==> src/rtl/vga_timing_gen_if.sv <==
// Scan-position and sync bundle between the VGA timing generator and its consumers.
// frame_cnt exists only when VGA_TIMING_FRAME_CNT_EN is defined.
interface vga_timing_gen_if;
  logic        en;
  logic [9:0]  hcount;
  logic [9:0]  vcount;
  logic        active;
  logic        line_start;
  logic        frame_start;
  logic        hsync;
  logic        vsync;
  logic        blank_n;
`ifdef VGA_TIMING_FRAME_CNT_EN
  logic [15:0] frame_cnt;
`endif

  modport master (
`ifdef VGA_TIMING_FRAME_CNT_EN
    output frame_cnt,
`endif
    input  en,
    output hcount, vcount, active, line_start, frame_start, hsync, vsync, blank_n
  );

  modport slave (
`ifdef VGA_TIMING_FRAME_CNT_EN
    input  frame_cnt,
`endif
    output en,
    input  hcount, vcount, active, line_start, frame_start, hsync, vsync, blank_n
  );
endinterface

==> src/rtl/vga_timing_gen.sv <==
// Raster timing generator: H/V scan counters, porch/sync FSMs, delayed hsync/vsync/blank_n.
// Optional 16-bit frame counter when VGA_TIMING_FRAME_CNT_EN is defined.
//
// Both FSMs use the same phase encoding:
//   state    | meaning
//   PH_ACT   | visible pixels (H) / visible lines (V)
//   PH_FRONT | front porch
//   PH_SYNC  | sync pulse asserted
//   PH_BACK  | back porch; reset state, last position before wrap
module vga_timing_gen #(
  parameter int H_ACTIVE   = 640,
  parameter int H_FP       = 16,
  parameter int H_SYNC     = 96,
  parameter int H_BP       = 48,
  parameter int V_ACTIVE   = 480,
  parameter int V_FP       = 10,
  parameter int V_SYNC     = 2,
  parameter int V_BP       = 33,
  parameter bit HSYNC_POL  = 1'b0,
  parameter bit VSYNC_POL  = 1'b0,
  parameter int SYNC_DELAY = 1
) (
  input  logic             vga_clk,
  input  logic             reset_n,
  vga_timing_gen_if.master vga
);

  localparam int H_TOTAL = H_ACTIVE + H_FP + H_SYNC + H_BP;
  localparam int V_TOTAL = V_ACTIVE + V_FP + V_SYNC + V_BP;

  if (H_TOTAL > 1024 || V_TOTAL > 1024) begin : g_bad_total
    $error("vga_timing_gen: H_TOTAL and V_TOTAL must not exceed 1024");
  end
  if (SYNC_DELAY < 1 || SYNC_DELAY > 4) begin : g_bad_delay
    $error("vga_timing_gen: SYNC_DELAY must be 1..4");
  end

  localparam logic [9:0] H_ACT_END  = 10'(H_ACTIVE - 1);
  localparam logic [9:0] H_FP_END   = 10'(H_ACTIVE + H_FP - 1);
  localparam logic [9:0] H_SYNC_END = 10'(H_ACTIVE + H_FP + H_SYNC - 1);
  localparam logic [9:0] H_LAST     = 10'(H_TOTAL - 1);
  localparam logic [9:0] V_ACT_END  = 10'(V_ACTIVE - 1);
  localparam logic [9:0] V_FP_END   = 10'(V_ACTIVE + V_FP - 1);
  localparam logic [9:0] V_SYNC_END = 10'(V_ACTIVE + V_FP + V_SYNC - 1);
  localparam logic [9:0] V_LAST     = 10'(V_TOTAL - 1);

  typedef enum logic [1:0] {PH_ACT, PH_FRONT, PH_SYNC, PH_BACK} phase_e;

  function automatic phase_e next_phase(phase_e cur, logic [9:0] cnt, logic [9:0] e_act,
                                        logic [9:0] e_fp, logic [9:0] e_sync, logic [9:0] e_last);
    next_phase = cur;
    unique case (cur)
      PH_ACT:   if (cnt == e_act)  next_phase = PH_FRONT;
      PH_FRONT: if (cnt == e_fp)   next_phase = PH_SYNC;
      PH_SYNC:  if (cnt == e_sync) next_phase = PH_BACK;
      PH_BACK:  if (cnt == e_last) next_phase = PH_ACT;
    endcase
  endfunction

  phase_e                h_state_q, h_state_d, v_state_q, v_state_d;
  logic [9:0]            hcount_q, hcount_d, vcount_q, vcount_d;
  logic                  active_q, active_d;
  logic                  line_start_q, line_start_d;
  logic                  frame_start_q, frame_start_d;
  logic [SYNC_DELAY-1:0] hs_pipe_q, hs_pipe_d, vs_pipe_q, vs_pipe_d, bl_pipe_q, bl_pipe_d;
  logic                  h_wrap, v_wrap, hsync_raw, vsync_raw;
`ifdef VGA_TIMING_FRAME_CNT_EN
  logic [15:0]           frame_cnt_q, frame_cnt_d;
`endif

  always_comb begin
    h_wrap        = (hcount_q == H_LAST);
    v_wrap        = (vcount_q == V_LAST);
    hsync_raw     = (h_state_q == PH_SYNC) ? HSYNC_POL : ~HSYNC_POL;
    vsync_raw     = (v_state_q == PH_SYNC) ? VSYNC_POL : ~VSYNC_POL;
    hcount_d      = hcount_q;
    vcount_d      = vcount_q;
    h_state_d     = h_state_q;
    v_state_d     = v_state_q;
    active_d      = active_q;
    line_start_d  = line_start_q;
    frame_start_d = frame_start_q;
    hs_pipe_d     = hs_pipe_q;
    vs_pipe_d     = vs_pipe_q;
    bl_pipe_d     = bl_pipe_q;
`ifdef VGA_TIMING_FRAME_CNT_EN
    frame_cnt_d   = frame_cnt_q;
`endif
    if (vga.en) begin
      hcount_d  = h_wrap ? '0 : hcount_q + 10'd1;
      h_state_d = next_phase(h_state_q, hcount_q, H_ACT_END, H_FP_END, H_SYNC_END, H_LAST);
      if (h_wrap) begin
        vcount_d  = v_wrap ? '0 : vcount_q + 10'd1;
        v_state_d = next_phase(v_state_q, vcount_q, V_ACT_END, V_FP_END, V_SYNC_END, V_LAST);
      end
      // Registered flags are derived from next state so they stay coincident with the counters.
      active_d      = (h_state_d == PH_ACT) && (v_state_d == PH_ACT);
      line_start_d  = (hcount_d == '0);
      frame_start_d = (hcount_d == '0) && (vcount_d == '0);
      hs_pipe_d     = SYNC_DELAY'({hs_pipe_q, hsync_raw});
      vs_pipe_d     = SYNC_DELAY'({vs_pipe_q, vsync_raw});
      bl_pipe_d     = SYNC_DELAY'({bl_pipe_q, active_q});
`ifdef VGA_TIMING_FRAME_CNT_EN
      if (h_wrap && v_wrap) frame_cnt_d = frame_cnt_q + 16'd1;
`endif
    end
  end

  always_ff @(posedge vga_clk or negedge reset_n) begin
    if (!reset_n) begin
      hcount_q      <= H_LAST;
      vcount_q      <= V_LAST;
      h_state_q     <= PH_BACK;
      v_state_q     <= PH_BACK;
      active_q      <= 1'b0;
      line_start_q  <= 1'b0;
      frame_start_q <= 1'b0;
      hs_pipe_q     <= {SYNC_DELAY{~HSYNC_POL}};
      vs_pipe_q     <= {SYNC_DELAY{~VSYNC_POL}};
      bl_pipe_q     <= '0;
`ifdef VGA_TIMING_FRAME_CNT_EN
      frame_cnt_q   <= '0;
`endif
    end else begin
      hcount_q      <= hcount_d;
      vcount_q      <= vcount_d;
      h_state_q     <= h_state_d;
      v_state_q     <= v_state_d;
      active_q      <= active_d;
      line_start_q  <= line_start_d;
      frame_start_q <= frame_start_d;
      hs_pipe_q     <= hs_pipe_d;
      vs_pipe_q     <= vs_pipe_d;
      bl_pipe_q     <= bl_pipe_d;
`ifdef VGA_TIMING_FRAME_CNT_EN
      frame_cnt_q   <= frame_cnt_d;
`endif
    end
  end

  assign vga.hcount      = hcount_q;
  assign vga.vcount      = vcount_q;
  assign vga.active      = active_q;
  assign vga.line_start  = line_start_q;
  assign vga.frame_start = frame_start_q;
  assign vga.hsync       = hs_pipe_q[SYNC_DELAY-1];
  assign vga.vsync       = vs_pipe_q[SYNC_DELAY-1];
  assign vga.blank_n     = bl_pipe_q[SYNC_DELAY-1];
`ifdef VGA_TIMING_FRAME_CNT_EN
  assign vga.frame_cnt   = frame_cnt_q;
`endif

endmodule

==> src/flat_wrapper.sv <==
// flat-port wrapper written by rule: the top's interface ports become plain ports
module vga_timing_gen_flat 
#(
  parameter int H_ACTIVE   = 640,
  parameter int H_FP       = 16,
  parameter int H_SYNC     = 96,
  parameter int H_BP       = 48,
  parameter int V_ACTIVE   = 480,
  parameter int V_FP       = 10,
  parameter int V_SYNC     = 2,
  parameter int V_BP       = 33,
  parameter bit HSYNC_POL  = 1'b0,
  parameter bit VSYNC_POL  = 1'b0,
  parameter int SYNC_DELAY = 1
)
  (vga_clk, reset_n, vga_en, vga_hcount, vga_vcount, vga_active, vga_line_start, vga_frame_start, vga_hsync, vga_vsync, vga_blank_n);
  vga_timing_gen_if vga_i ();
  input  logic vga_clk;
  input  logic reset_n;
  input wire logic [$bits(vga_i.en)-1:0] vga_en;
  output wire logic [$bits(vga_i.hcount)-1:0] vga_hcount;
  output wire logic [$bits(vga_i.vcount)-1:0] vga_vcount;
  output wire logic [$bits(vga_i.active)-1:0] vga_active;
  output wire logic [$bits(vga_i.line_start)-1:0] vga_line_start;
  output wire logic [$bits(vga_i.frame_start)-1:0] vga_frame_start;
  output wire logic [$bits(vga_i.hsync)-1:0] vga_hsync;
  output wire logic [$bits(vga_i.vsync)-1:0] vga_vsync;
  output wire logic [$bits(vga_i.blank_n)-1:0] vga_blank_n;
  assign vga_i.en = vga_en;
  assign vga_hcount = vga_i.hcount;
  assign vga_vcount = vga_i.vcount;
  assign vga_active = vga_i.active;
  assign vga_line_start = vga_i.line_start;
  assign vga_frame_start = vga_i.frame_start;
  assign vga_hsync = vga_i.hsync;
  assign vga_vsync = vga_i.vsync;
  assign vga_blank_n = vga_i.blank_n;
  vga_timing_gen #(.H_ACTIVE(H_ACTIVE), .H_FP(H_FP), .H_SYNC(H_SYNC), .H_BP(H_BP), .V_ACTIVE(V_ACTIVE), .V_FP(V_FP), .V_SYNC(V_SYNC), .V_BP(V_BP), .HSYNC_POL(HSYNC_POL), .VSYNC_POL(VSYNC_POL), .SYNC_DELAY(SYNC_DELAY)) u_core (.vga_clk(vga_clk), .reset_n(reset_n), .vga(vga_i));
endmodule
==> config.mk <==
export PLATFORM = sky130hd
export DESIGN_NAME = vga_timing_gen_flat
export DESIGN_NICKNAME = d
export VERILOG_FILES = /design/src/rtl/vga_timing_gen_if.sv /design/src/rtl/vga_timing_gen.sv /design/src/flat_wrapper.sv
export SDC_FILE = /design/constraint.sdc
export NUM_CORES = 1
export LEC_CHECK = 0
export CAP_MARGIN = 5
export CORE_AREA = 2 2 93 95
export DETAILED_ROUTE_END_ITERATION = 12
export DIE_AREA = 0 0 95 97
export GPL_TIMING_DRIVEN = 0
export HOLD_SLACK_MARGIN = 0.03
export PLACE_DENSITY = 0.38
export SLEW_MARGIN = 30
export SYNTH_ARGS = -nofsm -noshare
export SYNTH_HDL_FRONTEND = slang
export SYNTH_SLANG_ARGS = --single-unit
export TNS_END_PERCENT = 1
==> constraint.sdc <==
create_clock -name vga_clk -period 2.9 [get_ports vga_clk]
set_input_delay 0.29 -clock vga_clk [delete_from_list [all_inputs] [get_ports vga_clk]]
set_output_delay 0.29 -clock vga_clk [all_outputs]
set_load 0.01 [all_outputs]
### Yosys cells after proc, flatten, opt, wreduce, memory -nomap -nowiden

Index checks and enable logic that the tools add are counted.

* add/subtract/negate cells: 2
* multiply operators: 0
* div/mod/pow operators: 0
* $lt $le $gt $ge: 0
* eq/ne operators: 14
* shift operators: 0
* mux-type cells: 19
* bitwise operators: 0
* reductions and logical operators: 8

Operator list (number)
* 10-bit == test, second input constant: 5
* 10-bit two-way mux: 4
* 10-bit by 9-bit == test with 1-bit output, second input constant: 3
* 2-bit two-way mux: 11
* 10-bit by 1-bit adder with 10-bit output, second input constant: 2
* 10-bit logical NOT: 2
* 2-bit one-hot mux with 4 select lines: 2
* 2-bit == test, second input constant: 4
* 2-bit logical NOT: 4
* 2-bit by 1-bit == test with 1-bit output, second input constant: 2
* 1-bit logical AND: 2
* 1-bit two-way mux: 2

* flip-flop bits (word level): 30
* bits in latches: 0
* memory bits (writable): 0
* ROM bits: 0
* input port bits: 3
* output and inout bits: 26
* logic and storage cells: 53
* memories kept: 0

### Depth between registers and ports, before layout

Gate-level depths: netlist of run 1.

* word-level depth: 7
* mapped depth: 9
* mapped depth without buffers: 8

### Worst setup path before layout of run 1

Ideal clock, no wire load.

* path kind: flip-flop to flip-flop
* from: register u_core.hcount_q[4] (netlist: u_core.vga.hcount[4])
* to: register u_core.frame_start_q (netlist: u_core.vga.frame_start)
* library setup time: 0.139 ns
* arrival: 2.077 ns
* data required time: 2.761 ns
* setup slack: 0.684 ns
* cell stages (with the launch flop): 8
* buffers on the path: 1
* clock period less this slack: 2.216 ns
* path through: dfstp_2 -> clkbuf_1 -> nor2b_1 -> nand4_1 -> nor3_1 -> nor3_1 -> nor3_1 -> o32ai_2

* word-level cells in the longest chain between the ends: 5
* elaborated cells between the ends (all ways): 8
* classes of those cells: add/sub: 1; eq/ne: 1; mux: 3; reduce/logical: 3

RTL lines
* from (decl): line vga_timing_gen.sv:61 `logic [9:0] hcount_q, hcount_d, vcount_q, vcount_d;`
* from (signal assigned): line vga_timing_gen.sv:125 `hcount_q <= hcount_d;`
* branches (longest 4 deep; another with 10-bit by 1-bit adder with 10-bit output)
* 1-bit logical AND *: line vga_timing_gen.sv:99 `frame_start_d = (hcount_d == '0) && (vcount_d == '0);`
* to (signal assigned): line vga_timing_gen.sv:131 `frame_start_q <= frame_start_d;`
* to (decl): line vga_timing_gen.sv:64 `logic frame_start_q, frame_start_d;`

Mark *: on every way between the ends. The select of a mux whose other input is x is not followed.
A chain may end at the register's enable or synchronous reset.

### Worst setup path in the final report of run 1

Same ends and word-level chain as after synthesis.

==> metrics, run 1 <==
cell mode on critical path=nor3_1; Worst IR Drop VDD=338 uV; placed cell count=356; Leak=0.903 nW; H-tree levels=2; area of the multi-input gates=1050 um^2; max_slew headroom=61.3%; Hold WS=0.465 ns; layout cells sized above 1=15.4%; HP Class=in2async; Max FO, Critical Path=10; largest net degree at the start of global routing=17; row count=33; critical setup path kind=reg2reg; initial antenna violation count=0; clk slew on worst S/H paths=0.07 ns; element type at the critical path start=flop; Die W=95 um; vias in the first global route=1,753; clock tree root buffer cell=clkbuf_8; mean post-synth cell area=8.75 um^2; vias=1,736; Final setup viols=0; CTS tree=built; crit share post-route=88.4%; Slowest cell on crit path=dfstp_2; Post-synth EDFFs=0; Initial Util=23.9%; Num CTS Buffers=5; total die area=9220 um^2; layout net count=266; minimum clock period=2.56 ns; Area Growth Syn to Fin=27.3%; Reg area=771 um^2; Max Slew Vio Count=0; first-pass GRT wire length=8680 um; RSZ-0062 raised after global routing=false; WL final=5260 um; MaxCap Viol Count=0; Placed Instance Area=2380 um^2; status=finished clean; CP endpoint kind=flop; remaining antenna violation count=0; power per cell area=675 nW/um^2; Post-Route Setup TNS=0 ns; Setup Slack @ Placement=0.227 ns; IO Count=29; clock buffer depth=2; dominant synthesized flop cell=dfstp_2; Via-to-Cell Ratio=4.76; Pwr Total=1.67 mW; Final Hold Viols=0; Clock Skews=0.00225 ns; yosys warns=0; final std cells w/o fill=365; die height=97 um; n_diodes=0; synthesized net count=229; cell area after layout=2470 um^2; fillers=882; overall fraction of global-route tracks in use=12.0%; worst skew pair latency=0.28 ns; RD Place Congestion=0.864; TritonRoute pass-1 iters=4; sequence of cells on the critical path=clkbuf_1 > nor2b_1 > nand4_1 > nor3_2 > nor3_1 > nor3_1 > o32ai_2; Cell variety after synth=47; WP data arrival=2.71 ns; Required @ worst endpoint=3.04 ns; GRT Residual Overflow=0; Least-Margin Pin Slew=0.581 ns; Max Fclk=390 MHz; Yosys reg bits=30; post-synthesis cell count=222; Final WS setup=0.338 ns; Async SR Flop Fraction=100%; residual DRC count=0; core area=8130 um^2; slowest stage delay, CP=0.52 ns; initial detailed-routing violation count=64; Detail Placement HPWL=3830 um; clk sink count=30; # port buffers=28; Post-CTS Setup Bufs=0; sequential area share after synthesis=39.7%; fin util=30.4%; mapped cell area=1940 um^2; routed length per placed instance=14.4 um
[cell type report]
type	count	area share [%]
Tap cell	105	5.32
Sequential cell	30	31.2
Inverter	10	1.52
Timing Repair Buffer	30	12.7
Multi-Input combinational cell	165	42.6
Clock buffer	8	3.24
Buffer	17	3.44
[registers in the layout (all words and copies together) (netlist names)]
signal and cells:
u_core.vga.vsync 1, u_core.v_state_q 2, u_core.h_state_q 2, u_core.vga.active 1, u_core.vga.hsync 1, u_core.vga.vcount 10, u_core.vga.blank_n 1, u_core.vga.hcount 10
u_core.vga.line_start 1, u_core.vga.frame_start 1
[timing repair]
item	CTS	global route
gates resized for setup	0	1
hold buffers	1	0
setup endpoints to repair	0	1
hold endpoints to repair	6	0
[cell usage after synthesis (5+ instances only)]
library cell | instances | area share [%]
nor2_1 | 13 | 2.5
clkbuf_1 | 11 | 2.1
nand3_1 | 16 | 4.1
nand4_1 | 5 | 1.6
nor3_1 | 12 | 3.1
o21ai_0 | 10 | 2.6
xnor2_1 | 8 | 3.6
o21ai_1 | 10 | 2.6
a31oi_1 | 7 | 2.3
xor2_1 | 6 | 2.7
a21oi_1 | 8 | 2.1
dfstp_2 | 16 | 22
nand2_1 | 23 | 4.4
dfrtp_1 | 14 | 18
inv_1 | 10 | 1.9
mux2_2 | 5 | 2.9
[cells in the final DEF (no fill, tap or decap), types with 2 or more instances in the layout]
master           count
dfrtp_1             14
a21o_1               3
nand2_1             23
dfstp_2             16
a31oi_1              7
nor2_1              13
buf_6                2
xor2_1               6
xnor2_1              8
nor2b_1              3
clkbuf_1            14
mux2_2               5
clkdlybuf4s50_1     27
ha_1                 4
and4_1               2
and3_1               4
buf_2                3
nand4_1              5
nor3_1              11
nor3b_1              2
o21ai_0             10
a21oi_1              8
nand3_1             16
inv_1               10
o31ai_1              3
o21ai_1             10
clkbuf_8             5
nor4_1               2
[worst paths after layout]
kind | startpoint | endpoint | slack [ns] | cells past startpoint
setup / recovery | u_core.vga.hcount[4] | u_core.vga.frame_start | 0.34 | 7
hold / removal | reset_n | u_core.vga.hcount[6] | 0.46 | 2
setup reg to reg | u_core.vga.hcount[4] | u_core.vga.frame_start | 0.34 | 7
hold reg to reg | u_core.vga.vsync | u_core.vga.vsync | 0.47 | 2
max in group asynchronous | reset_n | u_core.vga.vcount[3] | 1.93 | 3
min in group vga_clk | u_core.vga.vsync | u_core.vga.vsync | 0.47 | 2
[layer usage]
metal | vias up | global-route usage, % | wire, um | part of all wire, %
li1 | 866 | - | - | -
met1 | 824 | 14.9 | 2410 | 46
met2 | 40 | 19.6 | 2580 | 49
met3 | 6 | 3.19 | 203 | 3.9
met4 | 0 | 5.02 | 63 | 1.2
met5 | - | 0 | 0 | 0
[critical path, delay by kind of cell, from the launching register on]
| kind | cells | cell delay [ns] |
|---|---|---|
| flip-flops | 1 | 0.52 |
| AO/OA/AOI/OAI | 1 | 0.10 |
| buffers and inverters | 1 | 0.36 |
| AND/OR/NAND/NOR | 5 | 1.44 |
[report_power, final]
group | internal (mW) | leakage (nW) | switching [mW]
logic | 0.335 | 0.519 | 0.383
registers | 0.533 | 0.345 | 0.0809
clock network | 0.171 | 0.0395 | 0.165
total | 1.04 | 0.903 | 0.629
[cell families after synthesis]
family	count (synthesis)	share of synthesized area, %
and+or+nand+nor	91	24.6
adders and majority gates	4	2.58
xor gates and xnor gates	14	6.31
DFF	30	39.7
muxes	6	3.41
buffers and inverters	27	6.31
AOI/OAI and AO/OA	50	17.1
(Power assumes the default switching activity.)
==> run 2, diff against run 1 <==
==> constraint.sdc (replaced) <==
create_clock -name vga_clk -period 2.9 [get_ports vga_clk]
set_input_delay 0.58 -clock vga_clk [delete_from_list [all_inputs] [get_ports vga_clk]]
set_output_delay 0.58 -clock vga_clk [all_outputs]
set_load 0.01 [all_outputs]
==> metrics, run 2 (synthesis gave the netlist of run 1 again) <==
RSZ-0062 raised after global routing=false; GRT Residual Overflow=0; clock buffer depth=2; Reg2Reg Depth=7; WL final=5270 um; cell mode on critical path=nor3_1; power per cell area=676 nW/um^2; remaining antenna violation count=0; n_diodes=0; Leak=0.899 nW; Initial Util=23.9%; Worst IR Drop VDD=338 uV; most common cell after layout, fill and taps aside=clkdlybuf4s50_1; core area=8130 um^2; area of the multi-input gates=1050 um^2; overall fraction of global-route tracks in use=12.0%; worst skew pair latency=0.28 ns; Max FO, Critical Path=10; Least-Margin Pin Slew=0.572 ns; # port buffers=28; MaxCap Viol Count=0; sequence of cells on the critical path=clkbuf_1 > nor2b_1 > nand4_1 > nor3_2 > nor3_1 > nor3_1 > o32ai_2; row count=33; commonest cells after routing, fill and taps aside=27 x clkdlybuf4s50_1, 23 x nand2_1, 16 x nand3_1, 16 x dfstp_2; clk slew on worst S/H paths=0.07 ns; first-pass GRT wire length=8680 um; Required @ worst endpoint=3.04 ns; residual DRC count=0; Reg area=771 um^2; WP data arrival=2.70 ns; Final Hold Viols=0; vias in the first global route=1,754; status=finished clean; max_slew headroom=61.9%; RD Place Congestion=0.864; TritonRoute pass-1 iters=4; placed cell count=356; CTS tree=built; final std cells w/o fill=364; Num CTS Buffers=5; HP Class=in2async; Slowest cell on crit path=dfstp_2; layout net count=265; crit share post-route=88.1%; # hold bufs at CTS=0; initial detailed-routing violation count=58; reg-to-reg setup timing slack=0.35 ns; die height=97 um; Max Fclk=392 MHz; Area Growth Syn to Fin=26.7%; Via-to-Cell Ratio=4.76; Max Slew Vio Count=0; slowest stage delay, CP=0.52 ns; post_cts resized=0; Final setup viols=0; total die area=9220 um^2; FF-to-FF Start=u_core.vga.hcount[4]; minimum clock period=2.55 ns; clock tree root buffer cell=clkbuf_8; CP endpoint kind=flop; largest net degree at the start of global routing=17; Die W=95 um; fillers=883; r2r endpoint=u_core.vga.frame_start; vias=1,731; critical setup path kind=reg2reg; Detail Placement HPWL=3830 um; H-tree levels=2; Setup Slack @ Placement=0.227 ns; IO Count=29; clk sink count=30; routed length per placed instance=14.5 um; layout cells sized above 1=15.4%; Post-Route Setup TNS=0 ns; Clock Skews=0.00182 ns; Post-CTS Setup Bufs=0; Final WS setup=0.346 ns; initial antenna violation count=0; Hold WS=0.220 ns; element type at the critical path start=flop
==> run 2: cell type report <==
cell class	count	share of cell area (%)
Multi-Input combinational cell	165	42.8
Inverter	10	1.53
Sequential cell	30	31.3
Buffer	17	3.46
Timing Repair Buffer	29	12.3
Tap cell	105	5.34
Clock buffer	8	3.25
==> run 2: critical path: cells and delay by family (launching register included) <==
| kind | cells | cell delay [ns] |
|---|---|---|
| AO/OA/AOI/OAI | 1 | 0.10 |
| AND/OR/NAND/NOR | 5 | 1.43 |
| flip-flops | 1 | 0.52 |
| buffers and inverters | 1 | 0.35 |
==> run 2: how the worst max path moves through the flow <==
stage                               startpoint                      to  cells past startpoint
after global routing      u_core.vga.hcount[4]  u_core.vga.frame_start                      7
final                     u_core.vga.hcount[4]  u_core.vga.frame_start                      7
after floorplan           u_core.vga.hcount[4]  u_core.vga.frame_start                      7
after detailed placement  u_core.vga.hcount[4]  u_core.vga.frame_start                      7
after CTS                 u_core.vga.hcount[4]  u_core.vga.frame_start                      7
after global placement    u_core.vga.hcount[4]  u_core.vga.frame_start                      7
==> run 2: per-stage QoR <==
stage	util [%]	power, mW	area, um^2
detailed placement	29.2	1.34	2380
CTS	30.2	1.69	2460
global placement	28.9	1.35	2350
global route	30.3	1.79	2460
finish	30.3	1.66	2460
floorplan	-	1.05	1940
==> run 2: per-layer routing <==
metal  wire length (um)  GRT usage, %  part of all wire, %  up-vias
met3                201          3.19                  3.8        6
met2               2590          19.6                   49       38
met1               2410          14.9                   46      822
met5                  0             0                    0        -
li1                   -             -                    -      865
met4                 63          5.02                  1.2        0
==> run 2: report_power, final <==
group	internal [mW]	switching, mW	leakage [nW]
registers	0.533	0.0811	0.345
logic	0.334	0.383	0.514
clock network	0.171	0.164	0.0395
